===== src/rtl/pipe_stall_ctrl.sv =====
// rtl/pipe_stall_ctrl.sv - pipeline stall/flush sequencer merging load-use, branch and data-memory hazards
// Control outputs are combinational; state, memory-wait watchdog and perf counters are registered.
module pipe_stall_ctrl #(
    parameter int TIMEOUT = 16,
    parameter int CNT_W   = 16
) (
    input  logic             clk_i,
    input  logic             rst_i,
    input  logic             load_use_i,
    input  logic             branch_taken_i,
    input  logic             dmem_req_i,
    input  logic             dmem_ack_i,
    output logic             pc_write_o,
    output logic             ifid_write_o,
    output logic             ifid_flush_o,
    output logic             idex_write_o,
    output logic             idex_flush_o,
    output logic             exmem_write_o,
    output logic             memwb_bubble_o,
    output logic             err_o,
    output logic [1:0]       state_o,
    output logic [CNT_W-1:0] stall_cnt_o,
    output logic [CNT_W-1:0] flush_cnt_o
);

    localparam int WW = (TIMEOUT > 1) ? $clog2(TIMEOUT) : 1;
    localparam logic [WW-1:0] WAIT_LAST = WW'(TIMEOUT - 1);

    typedef enum logic [1:0] {
        ST_RUN  = 2'd0,
        ST_WAIT = 2'd1,
        ST_ERR  = 2'd2
    } state_t;

    state_t           r_state;
    state_t           w_next;
    logic [WW-1:0]    r_wait_cnt;
    logic [WW-1:0]    w_wait_next;
    logic [CNT_W-1:0] r_stall_cnt;
    logic [CNT_W-1:0] r_flush_cnt;
    logic             w_mem_stall;
    logic             w_flush_apply;
    logic             w_stall_inc;

    always_ff @(posedge clk_i or posedge rst_i) begin
        if (rst_i) begin
            r_state    <= ST_RUN;
            r_wait_cnt <= '0;
        end else begin
            r_state    <= w_next;
            r_wait_cnt <= w_wait_next;
        end
    end

    always_comb begin
        w_next         = r_state;
        w_wait_next    = r_wait_cnt;
        w_mem_stall    = 1'b0;
        w_flush_apply  = 1'b0;
        pc_write_o     = 1'b0;
        ifid_write_o   = 1'b0;
        ifid_flush_o   = 1'b0;
        idex_write_o   = 1'b0;
        idex_flush_o   = 1'b0;
        exmem_write_o  = 1'b0;
        memwb_bubble_o = 1'b0;
        err_o          = 1'b0;

        case (r_state)
            ST_RUN: begin
                w_mem_stall = dmem_req_i & ~dmem_ack_i;
                if (w_mem_stall) begin
                    w_next      = ST_WAIT;
                    w_wait_next = '0;
                end
            end
            ST_WAIT: begin
                w_mem_stall = ~dmem_ack_i;
                if (dmem_ack_i) begin
                    w_next = ST_RUN;
                end else if (r_wait_cnt == WAIT_LAST) begin
                    w_next = ST_ERR;
                end else begin
                    w_wait_next = r_wait_cnt + 1'b1;
                end
            end
            default: begin
                w_next = ST_ERR;
            end
        endcase

        if (r_state == ST_ERR) begin
            memwb_bubble_o = 1'b1;
            err_o          = 1'b1;
        end else if (w_mem_stall) begin
            memwb_bubble_o = 1'b1;
        end else if (branch_taken_i) begin
            // A taken branch squashes the load-use bubble: the dependent instruction is discarded anyway.
            w_flush_apply = 1'b1;
            pc_write_o    = 1'b1;
            ifid_write_o  = 1'b1;
            ifid_flush_o  = 1'b1;
            idex_write_o  = 1'b1;
            idex_flush_o  = 1'b1;
            exmem_write_o = 1'b1;
        end else if (load_use_i) begin
            idex_write_o  = 1'b1;
            idex_flush_o  = 1'b1;
            exmem_write_o = 1'b1;
        end else begin
            pc_write_o    = 1'b1;
            ifid_write_o  = 1'b1;
            idex_write_o  = 1'b1;
            exmem_write_o = 1'b1;
        end

        // Reset forces every control quiet, including the bubble.
        if (rst_i) begin
            pc_write_o     = 1'b0;
            ifid_write_o   = 1'b0;
            ifid_flush_o   = 1'b0;
            idex_write_o   = 1'b0;
            idex_flush_o   = 1'b0;
            exmem_write_o  = 1'b0;
            memwb_bubble_o = 1'b0;
            err_o          = 1'b0;
            w_flush_apply  = 1'b0;
        end
    end

    assign w_stall_inc = (r_state != ST_ERR) && !pc_write_o;

    always_ff @(posedge clk_i or posedge rst_i) begin
        if (rst_i) begin
            r_stall_cnt <= '0;
            r_flush_cnt <= '0;
        end else begin
            if (w_stall_inc && (r_stall_cnt != {CNT_W{1'b1}})) begin
                r_stall_cnt <= r_stall_cnt + 1'b1;
            end
            if (w_flush_apply && (r_flush_cnt != {CNT_W{1'b1}})) begin
                r_flush_cnt <= r_flush_cnt + 1'b1;
            end
        end
    end

    assign state_o     = r_state;
    assign stall_cnt_o = r_stall_cnt;
    assign flush_cnt_o = r_flush_cnt;

endmodule


===== config.mk =====
export PLATFORM = sky130hd
export DESIGN_NAME = pipe_stall_ctrl
export DESIGN_NICKNAME = d
export VERILOG_FILES = /design/src/rtl/pipe_stall_ctrl.sv
export SDC_FILE = /design/constraint.sdc
export NUM_CORES = 1
export LEC_CHECK = 0
export CORE_UTILIZATION = 53
export CTS_CLUSTER_SIZE = 25
export DETAILED_ROUTE_END_ITERATION = 8
export PLACE_DENSITY_LB_ADDON = 0.1
export RECOVER_POWER = 100
export SYNTH_ARGS = -nofsm -noshare
export SYNTH_HDL_FRONTEND = slang
export SYNTH_SLANG_ARGS = --single-unit

===== constraint.sdc =====
create_clock -name clk_i -period 3.25 [get_ports clk_i]
set_input_delay 0.65 -clock clk_i [delete_from_list [all_inputs] [get_ports clk_i]]
set_output_delay 0.65 -clock clk_i [all_outputs]
set_load 0.02 [all_outputs]

==> results of run 1 <==
==> Yosys cell counts <==
library cell,count
nand3b_1,1
nor3_1,9
nand3_1,11
nor2_1,16
nand4b_1,1
a21oi_1,4
o21a_1,1
nor3_2,2
nor2b_1,1
and2_1,4
nor3b_1,2
mux2_2,4
a211oi_1,1
a31o_2,1
a2111oi_4,1
inv_1,4
buf_4,2
nand4_2,1
xor2_1,24
nor4b_1,3
and3_1,10
buf_6,1
and4_1,2
or2_4,1
nor4_1,1
dfrtp_1,38
o21ai_1,2
nand4_1,8
nand2_1,14
xnor2_1,6
o211ai_1,2
ha_1,3
clkbuf_1,1
nand2b_1,3
==> per-stage QoR <==
stage / std cells / worst slack [ps]
global route: 286 / 40.5
global placement: 278 / 122
floorplan: 185 / 447
detailed placement: 278 / 80.6
finish: 286 / 81.4
CTS: 286 / 56.9
==> repair_timing <==
action,CTS,global route
setup endpoints to repair,0,1
hold endpoints to repair,0,0
buffers inserted,0,0
gates resized for setup,0,1
==> logic make-up (layout without fill, tap and decap cells) <==
logic type	count (synthesis)	in the layout
compound gates	12	12
xor+xnor	30	30
fa+ha+maj	3	3
buf+inv	8	63
flops	38	38
mux	4	4
simple gates	90	90
==> critical path: cells and delay by family <==
family                 cells  cell delay [ps]
AO/OA/AOI/OAI              1              350
buffers and inverters      2             1330
AND/OR/NAND/NOR            1              190
==> worst max path at each step <==
| stage | start | endpoint | cells past startpoint |
|---|---|---|---|
| floorplan | rst_i | idex_flush_o | 3 |
| global placement | dmem_req_i | idex_flush_o | 6 |
| detailed placement | dmem_req_i | idex_flush_o | 6 |
| CTS | dmem_req_i | idex_flush_o | 6 |
| global route | dmem_req_i | idex_write_o | 5 |
| finish | rst_i | ifid_flush_o | 4 |
==> sequential cells by signal, summed over array words and instances, names as in the netlist <==
signal / count
flush_cnt_o: 16
r_wait_cnt: 4
stall_cnt_o: 16
state_o: 2
==> area by class of cell <==
| class | instances | area, sq um |
|---|---|---|
| fill | 277 | 932 |
| multi-input combinational | 139 | 917 |
| inverter | 4 | 15.0 |
| clock buffer | 7 | 55.1 |
| sequential | 38 | 951 |
| timing repair buffer | 51 | 483 |
| tap | 46 | 57.6 |
| clock inverter | 1 | 5.00 |
==> report_power, final <==
group          switching [mW]  internal, mW  leakage, nW
clock network           0.155         0.105       0.0353
logic                   0.241         0.212        0.695
registers               0.124         0.561        0.493
total                   0.521         0.878         1.22
==> layer usage <==
layer	part of all wire	up-vias
li1	-	755
met1	0.43	777
met2	0.51	41
met3	0.042	6
met4	0.014	0
met5	0	-
==> impl_metrics.ini, run 1 <==
[run_status]
status = finished clean

[routing]
detail_route.wl_per_cell_um = 14.4
drt-initial-drc-count = 118
drc_errors = 0
vias = 1579
viasPerCell = 5.52
drt-pass1-iter-count = 4
antenna_left = 0
wirelength_mm = 4.11

[placement]
dpl_cell_area_sq_um = 2460
gp_congestion = 0.770
post-dp-hpwl_mm = 2.97
io_buffers = 47

[clock_network]
insertion_delay_ps = 350
cts_buffer_depth = 2
cts.clk_slew.worst_paths_ps = 110
htree_levels = 2
clockRootBuffer = clkbuf_4
numCtsBuffers = 5
cts_hold_buf = 0
cts_tree = built
clock-sinks = 38

[power_and_ir_drop]
pwr_density_cell_nw_per_um2 = 563
p_total_mw = 1.40
vdd.ir_drop.worst_mv = 0.487
leakage_nw = 1.22

[flow_run]
cap_violations = 0

[global_routing]
grt_overflow_total = 0
antenna_found_initial = 0
grt_use_met1 = 0.271
grt_usage = 0.227
grt.met2_usage = 0.406
grt_pass1_wl_mm = 6.96
grt_pass1_vias = 1526
grt_start_max_net_pins = 27
use_met3 = 0.0511
busiest_layer = met2

[worst_setup_path]
r2r-start = state_o[0]
rr_endpoint = flush_cnt_o[15]
crit_type = input port to primary output
cp_max_fo = 4
arrival_ps = 2520
critPathRequiredTime_ps = 2600
critPathCaptureType = primary output
critical_path.slowest_cell = dlygate4sd3_1
cpPeakStageDelay_ps = 740
cp_common_cell = dlygate4sd3_1
reg2regPathDepth = 5
cp_cell_sequence = dlygate4sd3_1 -> nand2b_1 -> a211oi_1 -> dlygate4sd3_1
rrSetupSlack_ps = 640
critPathLaunchType = input port

[sta]
slew_viol_final = 0
fin_crit_sh = 0.975
fin_skew_ps = 7.82
relSlewSlack = 0.0999
setup_viol_count_final = 0
setup_tns_ps = 0
rsz0062_at_grt = false
hold_viol = 0
timing.fmax_mhz = 316
fin_hold_ws_ps = 488
max_slew.worst_pin.slew_ps = 1350
min_period_ps = 3170

[floorplanning]
die_width_um = 62.4
dieArea_sq_um = 3900
initial_core_util = 0.567
pin_count = 48
die_h_um = 62.4
fp.coreArea_sq_um = 3420
core.rowCount = 21

[logic_synthesis]
yosysWarnings = 0
synth-xor-area-share = 0.136
yosysUniqueCellTypes = 34
syn-num-nets = 194
yosys.area_share.simple = 0.257
synth_cells = 185
synthTopCellsByArea = dfrtp_1 (49%), xor2_1 (11%), and3_1 (3.2%)
synth_fa_ha_area_frac = 0.0194
synth_top_area_share = 0.491
yosysTopAreaCell = dfrtp_1
synth_compound_area_frac = 0.0498
ys_seq_elements = 38
muxShareOfSynthArea = 0.0233
netlist_area_sq_um = 1940
yosysSeqAreaShare = 0.491
syn_area_per_cell_sq_um = 10.5
synth_top_family_by_area = simple AND/OR/NAND/NOR gates

[final_layout]
mostFrequentLayoutCells = dlygate4sd3_1 (43), dfrtp_1 (38), xor2_1 (24)
final_nets = 248
syn_to_final_growth_pct = 28.3
final_util = 0.727
final_common_cell = dlygate4sd3_1
drive_gt1_frac = 0.0667
stdcell_area_sq_um = 2480
diodes = 0

[worst_hold_path]
hold-path-endpoint = stall_cnt_o[12]
hold_depth = 1
hp-class = flop to flop
worstHoldStart = stall_cnt_o[12]
No activity file was read; power rests on OpenSTA's default activity.
==> inputs of run 2 (changes only) <==
--- a/config.mk
+++ b/config.mk
@@ -5,9 +5,10 @@
 export SDC_FILE = /design/constraint.sdc
 export NUM_CORES = 1
 export LEC_CHECK = 0
-export CORE_UTILIZATION = 53
+export CORE_UTILIZATION = 66
 export CTS_CLUSTER_SIZE = 25
 export DETAILED_ROUTE_END_ITERATION = 8
+export DONT_BUFFER_PORTS = 1
 export PLACE_DENSITY_LB_ADDON = 0.1
 export RECOVER_POWER = 100
 export SYNTH_ARGS = -nofsm -noshare
==> run 2 against run 1 <==
The run now ends with max-capacitance violations, max-slew violations left. Combinational power decreased by 57%. Die area decreased by 19%. Sequential power increased by 16%. Register-to-register slack improved by 180 ps. Critical path depth unchanged. Final area decreased by 19%. Global-route usage increased by 3.3 points. Worst setup slack improved by 410 ps. Clock power increased by 17%. Non-clock buffer count decreased by 47. Largest cell class unchanged. Largest power group unchanged.
==> impl_metrics.ini, run 2 (synthesized netlist as in run 1, its figures left out) <==
[run_status]
status = finished, violations left
violations = max-capacitance violations, max-slew violations

[worst_setup_path]
arrival_ps = 2110
critical_path.slowest_cell = dfrtp_1
critPathCaptureType = primary output
critPathLaunchType = flop
rrSetupSlack_ps = 820
reg2regPathDepth = 5
rr_endpoint = flush_cnt_o[1]
cp_cell_sequence = or2_0 -> a21oi_1 -> and2_0 -> clkbuf_1
r2r-start = flush_cnt_o[0]
cp_max_fo = 9
crit_type = flop to primary output
cpPeakStageDelay_ps = 540
critPathRequiredTime_ps = 2600

[floorplanning]
fp.coreArea_sq_um = 2760
initial_core_util = 0.702
die_h_um = 56.2
core.rowCount = 19
dieArea_sq_um = 3150
die_width_um = 56.2
pin_count = 48

[clock_network]
htree_levels = 2
insertion_delay_ps = 330
cts.clk_slew.worst_paths_ps = 110
cts_buffer_depth = 2
clockRootBuffer = clkbuf_4
clock-sinks = 38
numCtsBuffers = 5
cts_hold_buf = 0
cts_setup_buffers = 0
cts_tree = built
cts_resized = 0

[sta]
max_slew.worst_pin.slew_ps = 1540
min_period_ps = 2760
setup_viol_count_final = 0
slew_viol_final = 30
fin_skew_ps = 8.25
fin_ws_ps = 489
timing.fmax_mhz = 362
relSlewSlack = -0.0250
hold_viol = 0
fin_crit_sh = 0.849
setup_tns_ps = 0
rsz0062_at_grt = false

[final_layout]
final_common_cell = dfrtp_1
syn_to_final_growth_pct = 4.40
final_nets = 201
drive_gt1_frac = 0.0674
diodes = 0
mostFrequentLayoutCells = dfrtp_1 (38), xor2_1 (24), nor2_1 (16)
fillers = 208

[global_routing]
use_met3 = 0.0791
antenna_found_initial = 0
grt_start_max_net_pins = 30
grt_use_met1 = 0.348
grt_overflow_total = 0
grt_usage = 0.260
grt.met2_usage = 0.396
grt_pass1_vias = 1358
busiest_layer = met2
grt_pass1_wl_mm = 6.24

[placement]
post-dp-hpwl_mm = 2.70
gp_congestion = 0.858
dpl_worst_slack_ps = 1020
io_buffers = 0

[power_and_ir_drop]
p_comb_frac = 0.152
clockPowerShare = 0.235
vdd.ir_drop.worst_mv = 0.684
seq_power_share = 0.613
sw_frac_of_total = 0.369
pwr_density_cell_nw_per_um2 = 642
p_int_uw = 818
switchingPower_uw = 479
leakage_nw = 0.945

[routing]
viasPerCell = 6.21
detail_route.wl_per_cell_um = 16.3
vias = 1390
drc_errors = 0
wirelength_mm = 3.66
antenna_left = 0
drt-pass1-iter-count = 4
drt-initial-drc-count = 79

[worst_hold_path]
hp-class = input port to asynchronous set/reset pin

[flow_run]
cap_violations = 1
==> run 2: cell count changes in the layout (fill, tap and decap cells not counted), sizes merged <==
cell,change
buf,-1
clkinv,-1
bufinv,+1
dlygate4sd3,-43
clkdlybuf4s50,-3
==> run 2: per-stage QoR <==
| stage | instances | area [sq um] | hold slack [ps] | total power, mW | util |
|---|---|---|---|---|---|
| 5_1_grt | 224 | 2020 | 215 | 1.37 | 0.733 |
| 6_report | 224 | 2020 | 208 | 1.30 | 0.733 |
| 3_5_place_dp | 216 | 1970 | 510 | 1.01 | 0.716 |
| 2_1_floorplan | 185 | 1940 | 466 | 0.945 | - |
| 4_1_cts | 224 | 2050 | 199 | 1.31 | 0.743 |
| 3_3_place_gp | 216 | 1970 | 490 | 0.988 | 0.716 |
==> run 2: final cells by class <==
class	count	area [sq um]	area share
Timing Repair Buffer	4	15.0	0.00743
Tap cell	31	38.8	0.0192
Sequential cell	38	951	0.471
Clock buffer	7	45.0	0.0223
Clock inverter	1	30.0	0.0149
Inverter	4	15.0	0.00743
Multi-Input combinational cell	139	926	0.458
==> run 2: worst max-delay path by stage <==
stage,slack (ps),endpoint,startpoint,cells past startpoint
2_1_floorplan,450,idex_flush_o,rst_i,3
3_3_place_gp,1070,flush_cnt_o[1],flush_cnt_o[0],5
3_5_place_dp,1020,idex_flush_o,dmem_req_i,4
4_1_cts,670,idex_flush_o,state_o[0],4
5_1_grt,360,idex_write_o,state_o[0],4
6_report,490,idex_write_o,state_o[0],4
==> run 2: worst max-delay path: cells and delay by family (launching register included) <==
kind,cells,cell delay [ps]
AND/OR/NAND/NOR,2,560
AO/OA/AOI/OAI,1,270
flip-flops,1,540
buffers and inverters,1,400
==> run 2: power groups by stage <==
stage | logic (mW) | registers [mW] | clock network (mW)
after floorplan | 0.175 | 0.770 | 0
after global placement | 0.190 | 0.797 | 0
after detailed placement | 0.203 | 0.804 | 0
after CTS | 0.204 | 0.795 | 0.316
after global routing | 0.228 | 0.813 | 0.332
final | 0.197 | 0.795 | 0.305
==> run 2: per-layer routing <==
metal	share of wire	up-vias
li1	-	663
met1	0.46	673
met2	0.47	52
met3	0.058	2
met4	0.0079	0
met5	0	-
==> inputs of run 3 (changes only) <==
--- a/config.mk
+++ b/config.mk
@@ -5,7 +5,7 @@
 export SDC_FILE = /design/constraint.sdc
 export NUM_CORES = 1
 export LEC_CHECK = 0
-export CORE_UTILIZATION = 66
+export CORE_UTILIZATION = 56
 export CTS_CLUSTER_SIZE = 25
 export DETAILED_ROUTE_END_ITERATION = 8
 export DONT_BUFFER_PORTS = 1
==> constraint.sdc (replaced) <==
create_clock -name clk_i -period 2.4 [get_ports clk_i]
set_input_delay 0.48 -clock clk_i [delete_from_list [all_inputs] [get_ports clk_i]]
set_output_delay 0.48 -clock clk_i [all_outputs]
set_load 0.02 [all_outputs]
==> run 3 against run 2 <==
The flow now finishes without violations. Highest routed layer unchanged. Sequential power is 35% higher. Critical path depth is 1 lower. Global-route usage is 3.3 points lower.
==> impl_metrics.ini, run 3 (synthesized netlist as in run 1, its figures left out) <==
[worst_setup_path]
critPathBufInv = 1
cp.depth = 3
cpPeakStageDelay_ps = 520
reg2regPathDepth = 7
critPathCaptureType = primary output
arrival_ps = 1760
critical_path.slowest_cell = dfrtp_2
cp_cell_sequence = nor2b_1 -> a211oi_1 -> clkbuf_1
critPathRequiredTime_ps = 1920
crit_type = flop to primary output
critPathLaunchType = flop
cp_max_fo = 9
crit_family = flip-flops

[routing]
vias = 1407
wl_met3_um = 252
drt-pass1-iter-count = 4
top_layer = met4
wl_met2_mm = 1.81
drc_errors = 0
viasPerCell = 5.81
detail_route.wl_per_cell_um = 15.3
wirelength_mm = 3.70
drt-initial-drc-count = 78
antenna_left = 0
wl_met1_mm = 1.58

[final_layout]
mostFrequentLayoutCells = dfrtp_1 (37), xor2_1 (24), nor2_1 (16)
stdcell_area_sq_um = 2060
fillers = 274
final_nets = 206
syn_to_final_growth_pct = 6.66
drive_gt1_frac = 0.126
diodes = 0
final_cell_count_no_fill = 242
final_common_cell = dfrtp_1

[worst_hold_path]
hp-class = input port to asynchronous set/reset pin

[power_and_ir_drop]
vdd.ir_drop.worst_mv = 0.690
pwr_density_cell_nw_per_um2 = 826
leakage_nw = 0.979

[placement]
gp_congestion = 0.803
io_buffers = 0
dpl_worst_slack_ps = 143
post-dp-hpwl_mm = 2.76
dpl_cell_area_sq_um = 2020
dpl.cell_count = 233

[global_routing]
grt_pass1_vias = 1361
grt_start_max_net_pins = 17
grt_pass1_wl_mm = 6.02
antenna_found_initial = 0
grt_overflow_total = 0
grt_usage = 0.226

[run_status]
status = finished clean

[floorplanning]
dieArea_sq_um = 3700
pin_count = 48
die_width_um = 60.8
die_h_um = 60.8
initial_core_util = 0.614
fp.coreArea_sq_um = 3150
core.rowCount = 20

[sta]
setup_viol_count_final = 0
setup_tns_ps = 0
slew_viol_final = 0
fin_skew_ps = 14.8
rsz0062_at_grt = false
hold_viol = 0
timing.fmax_mhz = 447
min_period_ps = 2240
fin_hold_ws_ps = 291
fin_ws_ps = 162
max_slew.worst_pin.slew_ps = 815
relSlewSlack = 0.457
fin_crit_sh = 0.932

[clock_network]
htree_levels = 2
numCtsBuffers = 5
insertion_delay_ps = 350
cts_buffer_depth = 2
cts.clk_slew.worst_paths_ps = 120
cts_tree = built
clock-sinks = 38
clockRootBuffer = clkbuf_4

[flow_run]
cap_violations = 0
run 3: metrics by stage:
step           power, mW  utilization
2_1_floorplan       1.28            -
3_3_place_gp        1.34        0.642
3_5_place_dp        1.37        0.642
4_1_cts             1.73        0.665
5_1_grt             1.81        0.655
6_report            1.70        0.655
run 3: worst paths after layout:
kind	startpoint	endpoint	slack, ps
max	state_o[1]	ifid_flush_o	160
min	rst_i	stall_cnt_o[6]	290
max reg2reg	stall_cnt_o[0]	stall_cnt_o[8]	250
min reg2reg	r_wait_cnt[1]	r_wait_cnt[1]	520
max in group asynchronous	rst_i	state_o[1]	1370
min in group clk_i	dmem_ack_i	r_wait_cnt[2]	310
run 3: repair_timing:
| item | in CTS | in global routing |
|---|---|---|
| endpoints found under the setup margin | 0 | 7 |
| hold endpoints to repair | 11 | 0 |
| hold buffers | 1 | 0 |
| gates resized for setup | 0 | 3 |
| setup buffers | 0 | 0 |
run 3: routing by layer:
metal  vias to the layer above  GRT usage
met2                        53      0.370
met5                         -          0
met4                         0     0.0974
met3                         8     0.0874
li1                        672          -
met1                       674      0.266
run 3: power by group:
group | internal (mW) | switching [mW]
Combinational | 0.137 | 0.145
Clock | 0.141 | 0.212
Sequential | 0.756 | 0.314
run 3: final cells by class:
type,instances,area (sq um),area share
clock buffers,6,51.3,0.0248
clock inverters,2,12.5,0.00606
inverters,4,16.3,0.00788
multi-input cells,139,927,0.449
flip-flops and latches,38,952,0.461
well taps,44,55.1,0.0267
repair buffers,9,50.0,0.0242
run 3: worst register-to-register path, stage by stage (launching register included):
cell	delay, ps
dfrtp_1	540
ha_1	210
and3_1	230
nand3_1	160
nor2_1	360
clkbuf_2	290
nor3_1	100
xor2_1	150
